### src/rtl/servo_drive_scheduler_if.sv
// Request/grant bundle between the two command sources (override, navigation)
// and the servo drive scheduler.
interface servo_drive_scheduler_if;
    logic       ovr_valid;
    logic [1:0] ovr_cmd;
    logic       nav_valid;
    logic [1:0] nav_cmd;
    logic       ovr_grant;
    logic       nav_grant;

    modport master (
        output ovr_valid,
        output ovr_cmd,
        output nav_valid,
        output nav_cmd,
        input  ovr_grant,
        input  nav_grant
    );

    modport slave (
        input  ovr_valid,
        input  ovr_cmd,
        input  nav_valid,
        input  nav_cmd,
        output ovr_grant,
        output nav_grant
    );
endinterface

### src/rtl/servo_drive_scheduler.sv
// Frame-synchronous servo drive scheduler: PWM frame counter, two-source priority
// arbitration, direction-reversal brake hold and idle-timeout forced brake.
module servo_drive_scheduler #(
    parameter int unsigned PERIOD          = 2000000,
    parameter int unsigned HOLD_PERIODS    = 2,
    parameter int unsigned TIMEOUT_PERIODS = 25
) (
    input  logic                   clk,
    input  logic                   reset,
    servo_drive_scheduler_if.slave bus,
    output logic [29:0]            count_out,
    output logic                   period_tick,
    output logic                   direction,
    output logic                   motor_brake,
    output logic                   timeout
);
    localparam logic [29:0]        LAST_COUNT = 30'(PERIOD - 1);
    localparam int unsigned        HOLD_W     = $clog2(HOLD_PERIODS + 2);
    localparam int unsigned        IDLE_W     = $clog2(TIMEOUT_PERIODS + 2);
    localparam logic [HOLD_W-1:0]  HOLD_LOAD  = HOLD_W'(HOLD_PERIODS);
    localparam logic [IDLE_W-1:0]  IDLE_LIMIT = IDLE_W'(TIMEOUT_PERIODS);

    typedef enum logic [1:0] {
        ST_BRAKE   = 2'b00,
        ST_FWD     = 2'b01,
        ST_REV     = 2'b10,
        ST_TRANSIT = 2'b11
    } state_e;

    typedef enum logic [1:0] {
        CMD_BRAKE = 2'b00,
        CMD_FWD   = 2'b01,
        CMD_REV   = 2'b10
    } cmd_e;

    // The reserved encoding 11 is folded into brake so it can never drive the motor.
    function automatic cmd_e decode_cmd(input logic [1:0] raw);
        case (raw)
            2'b01:   decode_cmd = CMD_FWD;
            2'b10:   decode_cmd = CMD_REV;
            default: decode_cmd = CMD_BRAKE;
        endcase
    endfunction

    logic [29:0]       count_q, count_d;
    logic              tick_q, tick_d;
    state_e            state_q, state_d;
    logic              target_fwd_q, target_fwd_d;
    logic [HOLD_W-1:0] hold_q, hold_d;
    logic [IDLE_W-1:0] idle_q, idle_d;
    logic              timeout_q, timeout_d;
    logic              direction_q, direction_d;
    logic              brake_q, brake_d;

    logic              boundary_s;
    logic              ovr_gnt_s;
    logic              nav_gnt_s;
    cmd_e              sel_cmd_s;

    assign boundary_s = tick_q;

    // Frame counter next state; the tick is registered alongside the count.
    always_comb begin
        count_d = count_q + 30'd1;
        if (tick_q) begin
            count_d = 30'd0;
        end else begin
            count_d = count_q + 30'd1;
        end
        tick_d = (count_d == LAST_COUNT);
    end

    // Grants are decided in the boundary cycle itself so a request held until
    // grant is seen by the requester before the closing edge.
    always_comb begin
        ovr_gnt_s = 1'b0;
        nav_gnt_s = 1'b0;
        sel_cmd_s = CMD_BRAKE;
        if (boundary_s && (state_q != ST_TRANSIT)) begin
            if (bus.ovr_valid) begin
                ovr_gnt_s = 1'b1;
                sel_cmd_s = decode_cmd(bus.ovr_cmd);
            end else if (bus.nav_valid) begin
                nav_gnt_s = 1'b1;
                sel_cmd_s = decode_cmd(bus.nav_cmd);
            end else begin
                ovr_gnt_s = 1'b0;
                nav_gnt_s = 1'b0;
                sel_cmd_s = CMD_BRAKE;
            end
        end else begin
            ovr_gnt_s = 1'b0;
            nav_gnt_s = 1'b0;
            sel_cmd_s = CMD_BRAKE;
        end
    end

    // Drive FSM next state, hold/idle counters and timeout flag.
    always_comb begin
        state_d      = state_q;
        target_fwd_d = target_fwd_q;
        hold_d       = hold_q;
        idle_d       = idle_q;
        timeout_d    = timeout_q;
        if (!boundary_s) begin
            state_d = state_q;
        end else if (state_q == ST_TRANSIT) begin
            if (hold_q <= HOLD_W'(1)) begin
                state_d = target_fwd_q ? ST_FWD : ST_REV;
                hold_d  = '0;
            end else begin
                hold_d = hold_q - HOLD_W'(1);
            end
        end else if (ovr_gnt_s || nav_gnt_s) begin
            idle_d    = '0;
            timeout_d = 1'b0;
            case (sel_cmd_s)
                CMD_FWD: begin
                    if ((state_q == ST_REV) && (HOLD_PERIODS != 0)) begin
                        state_d      = ST_TRANSIT;
                        target_fwd_d = 1'b1;
                        hold_d       = HOLD_LOAD;
                    end else begin
                        state_d = ST_FWD;
                    end
                end
                CMD_REV: begin
                    if ((state_q == ST_FWD) && (HOLD_PERIODS != 0)) begin
                        state_d      = ST_TRANSIT;
                        target_fwd_d = 1'b0;
                        hold_d       = HOLD_LOAD;
                    end else begin
                        state_d = ST_REV;
                    end
                end
                default: state_d = ST_BRAKE;
            endcase
        end else begin
            // Idle boundary: saturate at the limit so timeout stays latched.
            if (idle_q != IDLE_LIMIT) begin
                idle_d = idle_q + IDLE_W'(1);
            end else begin
                idle_d = idle_q;
            end
            if (idle_d == IDLE_LIMIT) begin
                state_d   = ST_BRAKE;
                timeout_d = 1'b1;
            end else begin
                state_d = state_q;
            end
        end
    end

    // Registered drive outputs follow the next state; direction is held while braking.
    always_comb begin
        brake_d = (state_d == ST_BRAKE) || (state_d == ST_TRANSIT);
        case (state_d)
            ST_FWD:  direction_d = 1'b1;
            ST_REV:  direction_d = 1'b0;
            default: direction_d = direction_q;
        endcase
    end

    // State and output registers with synchronous reset.
    always_ff @(posedge clk) begin
        if (reset) begin
            count_q      <= 30'd0;
            tick_q       <= (LAST_COUNT == 30'd0);
            state_q      <= ST_BRAKE;
            target_fwd_q <= 1'b0;
            hold_q       <= '0;
            idle_q       <= '0;
            timeout_q    <= 1'b0;
            direction_q  <= 1'b0;
            brake_q      <= 1'b1;
        end else begin
            count_q      <= count_d;
            tick_q       <= tick_d;
            state_q      <= state_d;
            target_fwd_q <= target_fwd_d;
            hold_q       <= hold_d;
            idle_q       <= idle_d;
            timeout_q    <= timeout_d;
            direction_q  <= direction_d;
            brake_q      <= brake_d;
        end
    end

    assign bus.ovr_grant = ovr_gnt_s;
    assign bus.nav_grant = nav_gnt_s;
    assign count_out     = count_q;
    assign period_tick   = tick_q;
    assign direction     = direction_q;
    assign motor_brake   = brake_q;
    assign timeout       = timeout_q;
endmodule

### src/flat_wrapper.sv
// flat-port wrapper written by rule: the top's interface ports become plain ports
module servo_drive_scheduler_flat 
#(
    parameter int unsigned PERIOD          = 2000000,
    parameter int unsigned HOLD_PERIODS    = 2,
    parameter int unsigned TIMEOUT_PERIODS = 25
)
  (clk, reset, count_out, period_tick, direction, motor_brake, timeout, bus_ovr_valid, bus_ovr_cmd, bus_nav_valid, bus_nav_cmd, bus_ovr_grant, bus_nav_grant);
  servo_drive_scheduler_if bus_i ();
  input  logic clk;
  input  logic reset;
  output logic [29:0] count_out;
  output logic period_tick;
  output logic direction;
  output logic motor_brake;
  output logic timeout;
  input wire logic [$bits(bus_i.ovr_valid)-1:0] bus_ovr_valid;
  input wire logic [$bits(bus_i.ovr_cmd)-1:0] bus_ovr_cmd;
  input wire logic [$bits(bus_i.nav_valid)-1:0] bus_nav_valid;
  input wire logic [$bits(bus_i.nav_cmd)-1:0] bus_nav_cmd;
  output wire logic [$bits(bus_i.ovr_grant)-1:0] bus_ovr_grant;
  output wire logic [$bits(bus_i.nav_grant)-1:0] bus_nav_grant;
  assign bus_i.ovr_valid = bus_ovr_valid;
  assign bus_i.ovr_cmd = bus_ovr_cmd;
  assign bus_i.nav_valid = bus_nav_valid;
  assign bus_i.nav_cmd = bus_nav_cmd;
  assign bus_ovr_grant = bus_i.ovr_grant;
  assign bus_nav_grant = bus_i.nav_grant;
  servo_drive_scheduler #(.PERIOD(PERIOD), .HOLD_PERIODS(HOLD_PERIODS), .TIMEOUT_PERIODS(TIMEOUT_PERIODS)) u_core (.clk(clk), .reset(reset), .bus(bus_i), .count_out(count_out), .period_tick(period_tick), .direction(direction), .motor_brake(motor_brake), .timeout(timeout));
endmodule
### config.mk
export PLATFORM = sky130hd
export DESIGN_NAME = servo_drive_scheduler_flat
export DESIGN_NICKNAME = d
export VERILOG_FILES = /design/src/rtl/servo_drive_scheduler_if.sv /design/src/rtl/servo_drive_scheduler.sv /design/src/flat_wrapper.sv
export SDC_FILE = /design/constraint.sdc
export NUM_CORES = 1
export LEC_CHECK = 0
export ABC_AREA = 0
export BUFFER_PORTS_ARGS = -buffer_cell sky130_fd_sc_hd__buf_2
export CAP_MARGIN = 20
export CORE_ASPECT_RATIO = 1.5
export CORE_MARGIN = 2
export CORE_UTILIZATION = 51
export DETAILED_ROUTE_END_ITERATION = 6
export MAX_ROUTING_LAYER = met4
export PLACE_DENSITY = 0.76
export SLEW_MARGIN = 20
export SYNTH_ARGS = -nofsm -noshare
export SYNTH_HDL_FRONTEND = slang
export SYNTH_SLANG_ARGS = --single-unit
### constraint.sdc
create_clock -name clk -period 3.4 [get_ports clk]
set_clock_uncertainty 0.05 [all_clocks]
set_input_delay 0.34 -clock clk [delete_from_list [all_inputs] [get_ports clk]]
set_output_delay 0.34 -clock clk [all_outputs]
set_load 0.02 [all_outputs]
## After elaboration in Yosys (flattened, before gate mapping)

Cells that the tools add are included.

| storage, ports and cells | value |
|---|---|
| bits in registers | 44 |
| bits in latches | 0 |
| RAM bits | 0 |
| memory bits (read-only) | 0 |
| output and inout bits | 36 |
| memories kept | 0 |

| operators by class | value |
|---|---|
| add/sub/neg operators | 3 |
| multiply operators | 0 |
| div/mod/pow operators | 0 |
| magnitude comparators | 1 |
| equal/unequal tests | 20 |
| shift operators | 0 |
| multiplexer cells | 37 |
| bitwise operators | 1 |
| reduce and logical (&&, ||, !) cells | 13 |

Operators with widths:

| operator | count |
|---|---|
| adder 30 x 1 -> 30 bit (second input constant) | 1 |
| equality test 30 x 21 -> 1 bit (second input constant) | 1 |
| two-way mux 2 bit | 15 |
| two-way mux 30 bit | 1 |
| two-way mux 5 bit | 5 |
| one-hot mux 2 bit (2 select lines) | 4 |
| equality test 2 bit (second input constant) | 7 |
| equality test 2 x 1 -> 1 bit (second input constant) | 5 |
| two-way mux 1 bit | 10 |
| nonzero test 2 bit | 4 |
| inequality test 3 x 1 -> 1 bit (second input constant) | 2 |
| AND reduction 6 bit | 1 |
| adder 5 x 1 -> 5 bit (second input constant) | 1 |
| equality test 5 bit (second input constant) | 1 |
| inequality test 5 bit (second input constant) | 1 |
| AND reduction 5 bit | 1 |
| inequality test 2 x 1 -> 1 bit (second input constant) | 2 |
| one-hot mux 1 bit (2 select lines) | 2 |
| AND reduction 3 bit | 1 |
| nonzero test 3 bit | 1 |
| less-or-equal comparator 2 x 1 -> 1 bit (second input constant) | 1 |
| zero test 2 bit | 1 |
| logical OR 1 bit | 2 |
| inequality test 2 bit (second input constant) | 1 |
| 4 further kinds | 4 |

## Logic depth before layout (Yosys ltp)

| depth | value |
|---|---|
| word-level depth | 14 |
| depth in mapped cells | 16 |
| depth with buffers taken out | 15 |

## Worst setup path before layout

OpenSTA, ideal clock, no wires.

| timing | value |
|---|---|
| path type | reg-to-reg |
| start point | register u_core.tick_q, in the netlist u_core.period_tick |
| end point | register u_core.brake_q, in the netlist u_core.motor_brake |
| library setup time | 0.123 ns |
| arrival | 3.254 ns |
| required time | 3.227 ns |
| slack | -0.028 ns |
| cell stages (with the launch flop) | 14 |
| cell sequence | dfxtp_1 clkbuf_1 inv_1 a21oi_1 nand2_1 o32a_1 ha_1 nor3_1 and2_1 o21bai_1 a21oi_1 a2bb2oi_1 ha_1 or2_2 |

| between the ends | value |
|---|---|
| word-level cells in the longest chain between the ends | 9 |
| elaborated cells on any way between the ends | 14 |
| those cells by class | 3 x eq/ne; 7 x mux; 4 x reduce/logical |

RTL lines:

| what | RTL line | RTL |
|---|---|---|
| start, declared | servo_drive_scheduler.sv:46 | `logic tick_q, tick_d;` |
| start signal, assigned | servo_drive_scheduler.sv:168 | `tick_q <= (LAST_COUNT == 30'd0);` |
| start signal, assigned | servo_drive_scheduler.sv:178 | `tick_q <= tick_d;` |
| logical AND 1 bit | servo_drive_scheduler.sv:79 | `if (boundary_s && (state_q != ST_TRANSIT)) begin` |
| two-way mux 2 bit | servo_drive_scheduler.sv:79 |  |
| equality test 2 bit or equality test 2 x 1 -> 1 bit (tied branches) | servo_drive_scheduler.sv:117 | `case (sel_cmd_s)` |
| one-hot mux 2 bit (2 select lines) | servo_drive_scheduler.sv:117 |  |
| two-way mux 2 bit | servo_drive_scheduler.sv:114 | `end else if (ovr_gnt_s \|\| nav_gnt_s) begin` |
| two-way mux 2 bit | servo_drive_scheduler.sv:107 | `end else if (state_q == ST_TRANSIT) begin` |
| two-way mux 2 bit (*) | servo_drive_scheduler.sv:105 | `if (!boundary_s) begin` |
| equality test 2 bit or zero test 2 bit (tied branches) | servo_drive_scheduler.sv:156 | `brake_d = (state_d == ST_BRAKE) \|\| (state_d == ST_TRANSIT);` |
| logical OR 1 bit (*) | servo_drive_scheduler.sv:156 |  |
| via u_core.brake_d | servo_drive_scheduler.sv:53 | `logic brake_q, brake_d;` |
| end signal, assigned | servo_drive_scheduler.sv:185 | `brake_q <= brake_d;` |
| end, declared | servo_drive_scheduler.sv:53 |  |

Mark *: on every way through the listed nets, which the timed path passes. The rest lies on a longest branch.
A chain may end at the register's enable or synchronous reset.

## Worst setup path in the final report

Ends and elaborated chain as after synthesis.

==> summary.txt <==
Status
  – Run status: complete, no violations

Clocking
  – H-tree levels: 2
  – Clock root cell: clkbuf_8
  – CTS tree: done
  – Hold buffers post-CTS: 0
  – Clk slew on worst S/H paths: 0.07 ns
  – CTS resizes: 0
  – Worst-skew pair later-pin latency: approximately 0.30 ns
  – Num Clock Sinks: 44
  – Setup bufs post-CTS: 0
  – Total CTS buffers: 5
  – CTS max path bufs: 2

STA
  – Final min period: ~3.1 ns
  – WHS: roughly 0.35 ns
  – Fmax: between 300 and 400 MHz
  – Final period utilization: 91.8%
  – Slew margin rel.: 63.0%
  – Slew Limit Fails: 0
  – Final setup margin: about 0.28 ns
  – Final Hold Fails: 0
  – RSZ-0062 raised after global routing: no
  – Worst-margin pin slew: 0.551 ns
  – Setup TNS: 0 ns
  – Final setup violation count: 0

Logic synthesis
  – Synth Warn #: 0
  – Post-synth EDFFs: 0
  – Synth top cells by count: nor2_1 (50), dfxtp_1 (44), nand2_1 (32)
  – Share of the synthesized area in the top cell type: 34.4%
  – Seq/Total Area, Yosys: 34.4%
  – Syn nets: 339
  – Netlist cell types: 58
  – Netlist Area Pre-Place: 0.00256 mm^2
  – Post-synthesis area per instance: 7.88 um^2
  – Ys flop type: dfxtp_1
  – Top cell type by total area after synthesis: dfxtp_1
  – Syn Inst Count: 325
  – Top cells by area, synth: dfxtp_1 (34%), nor2_1 (7.3%), xor2_1 (5.5%)
  – Synth Register Bits: 44
  – Ys async rst share: 0%
  – Most frequent cell after synthesis: nor2_1

Worst setup path
  – FF-to-FF Start: u_core.period_tick
  – Reg-to-reg slack, setup: ~0.28 ns
  – CP Cell Sequence: inv_1, a21oi_2, nand2_1, o32a_1, ha_1, nor3_1, and2_1, o21bai_1, a21oi_1, a2bb2oi_1, ha_1, or2_2
  – Slowest stage cell, crit path: dfxtp_1
  – Crit Path Class: reg2reg
  – Depth of the most critical reg-to-reg path: 12
  – Levels on crit path: 12
  – CP delay by family, top: compound AO/OA/AOI/OAI gates
  – Worst Path Arrival: about 3.3 ns
  – Critical Path RT: 3.53 ns
  – RR Endpoint: u_core.motor_brake
  – Setup crit start: u_core.period_tick
  – Worst path bufs/invs: 1
  – CP endpoint kind: flip-flop
  – Worst Path Max Fanout: 7
  – Worst setup SP type: flip-flop
  – CP most frequent cell: ha_1
  – CP peak stage delay: 0.33 ns

Detailed routing
  – Drt total wl: 6010 um
  – Avg WL per Cell: 13.9 um
  – Vias after detailed routing: 2450
  – First drt pass iteration count: 4
  – DRC errors left: 0
  – Vias per Instance: between 5 and 6
  – Antenna-violating nets left: 0
  – Initial drt markers: 171

Power and ir drop
  – Sw frac: between 20% and 30%
  – Switching power: 193 uW
  – Logic pwr share: 3.6%
  – Pwr dens: roughly 300 mW/mm^2
  – Static leakage: 0.00114 uW
  – Worst vdd ir: 215 uV
  – Clock power share: between 30% and 40%
  – P_int: approximately 700 uW
  – Sequential share of power: 58.8%

Layout
  – Share of layout cells above drive strength 1: a little under a fifth
  – P&R area growth vs syn: 13.4%
  – Antenna Cells: 0
  – Final nets: 378
  – Final non-filler cell area: 0.00290 mm^2
  – Final core utilization: around three fifths

Floorplanning
  – Width of the die: 61.8 um
  – Io pins: 44
  – Initial Util: between 50 and 60%
  – Die Ht: about 91 um
  – Rows: 31
  – Die area: 0.00561 mm^2
  – Core area: 0.00485 mm^2

Global routing
  – Antenna violations before repair: 0
  – Remaining global-route overflow: 0
  – First-pass GRT wire length: 10100 um
  – Vias in the first global route: 2283
  – Largest net degree at the start of global routing: 28
  – Tot GR Track Use: 23.9%

Min path
  – HP Start: reset
  – Hold Path Class: in2reg
  – Hold Path Stages: 2
  – Hold path endpoint: u_core.direction

Placement
  – Global placement routability congestion: approximately 0.92
  – Hpwl dp: 4500 um
  – Setup slack at placement: approximately 0.29 ns
  – Number of port buffers: 43
  – Placed cell areas: 0.00281 mm^2

Flow run
  – MaxCap Viol Count: 0
==> flip-flops by register name, indices dropped and copies added, names as in the netlist <==
signal and cells:
u_core.period_tick 1, u_core.state_q 2, u_core.direction 1, u_core.motor_brake 1, u_core.count_out 30, u_core.target_fwd_q 1
u_core.timeout 1, u_core.idle_q 5, u_core.hold_q 2
==> cell type report <==
cell class	count	area, um^2
inverters	14	52.6
clock buffers	8	90.1
flip-flops and latches	44	881
well taps	66	82.6
fillers	477	1940
repair buffers	45	230
multi-input cells	254	1570
==> worst max-delay path by stage <==
stage | to | slack [ns]
finish | u_core.motor_brake | 0.28
CTS | u_core.motor_brake | 0.28
detailed placement | u_core.motor_brake | 0.29
floorplan | u_core.motor_brake | 0.09
global placement | u_core.motor_brake | 0.41
global route | u_core.motor_brake | 0.09
==> metrics by stage <==
| step | total power, uW | std cells |
|---|---|---|
| floorplan | 553 | 325 |
| global placement | 566 | 423 |
| detailed placement | 566 | 423 |
| CTS | 897 | 431 |
| global route | 922 | 431 |
| finish | 887 | 431 |
==> power by group through the flow <==
stage	Sequential (uW)	Clock [uW]	Combinational, uW
6_report	522	333	32.2
5_1_grt	523	363	35.7
4_1_cts	522	343	32.5
3_5_place_dp	534	0	32.3
3_3_place_gp	534	0	31.8
2_1_floorplan	537	0	15.9
==> metal layers <==
layer  vias up  global-route usage (%)  share of wire (%)
li1       1216                       -                  -
met1      1154                    26.9                 41
met2        67                    39.7                 52
met3        13                    3.58                4.1
met4         0                    11.2                2.8
met5         -                       -                  0
==> cell usage in the layout (no fill, tap or decap), types with 4 or more instances in the layout <==
| cell | netlist | routed |
|---|---|---|
| nand3_1 | 16 | 16 |
| nor2_1 | 50 | 50 |
| ha_1 | 6 | 6 |
| nand4_1 | 8 | 8 |
| xnor2_1 | 14 | 14 |
| nor3_1 | 12 | 12 |
| nand2_1 | 32 | 32 |
| clkbuf_8 | 0 | 6 |
| nand4b_1 | 4 | 4 |
| buf_2 | 2 | 43 |
| a21oi_1 | 18 | 17 |
| dfxtp_1 | 44 | 44 |
| inv_1 | 14 | 14 |
| xor2_1 | 16 | 16 |
| nand2b_1 | 4 | 4 |
| and2_1 | 4 | 4 |
| o21ai_0 | 8 | 8 |
| or2_2 | 4 | 4 |
==> cells by family after synthesis <==
| kind of cell | after synthesis | synth area share [%] |
|---|---|---|
| AO/OA/AOI/OAI | 56 | 14.9 |
| flip-flops | 44 | 34.4 |
| adder cells (fa/ha/maj) | 6 | 2.93 |
| XOR/XNOR | 30 | 10.3 |
| multiplexers | 1 | 0.391 |
| AND/OR/NAND/NOR | 161 | 32.6 |
| buffers and inverters | 27 | 4.50 |
(Power assumes the default switching activity.)
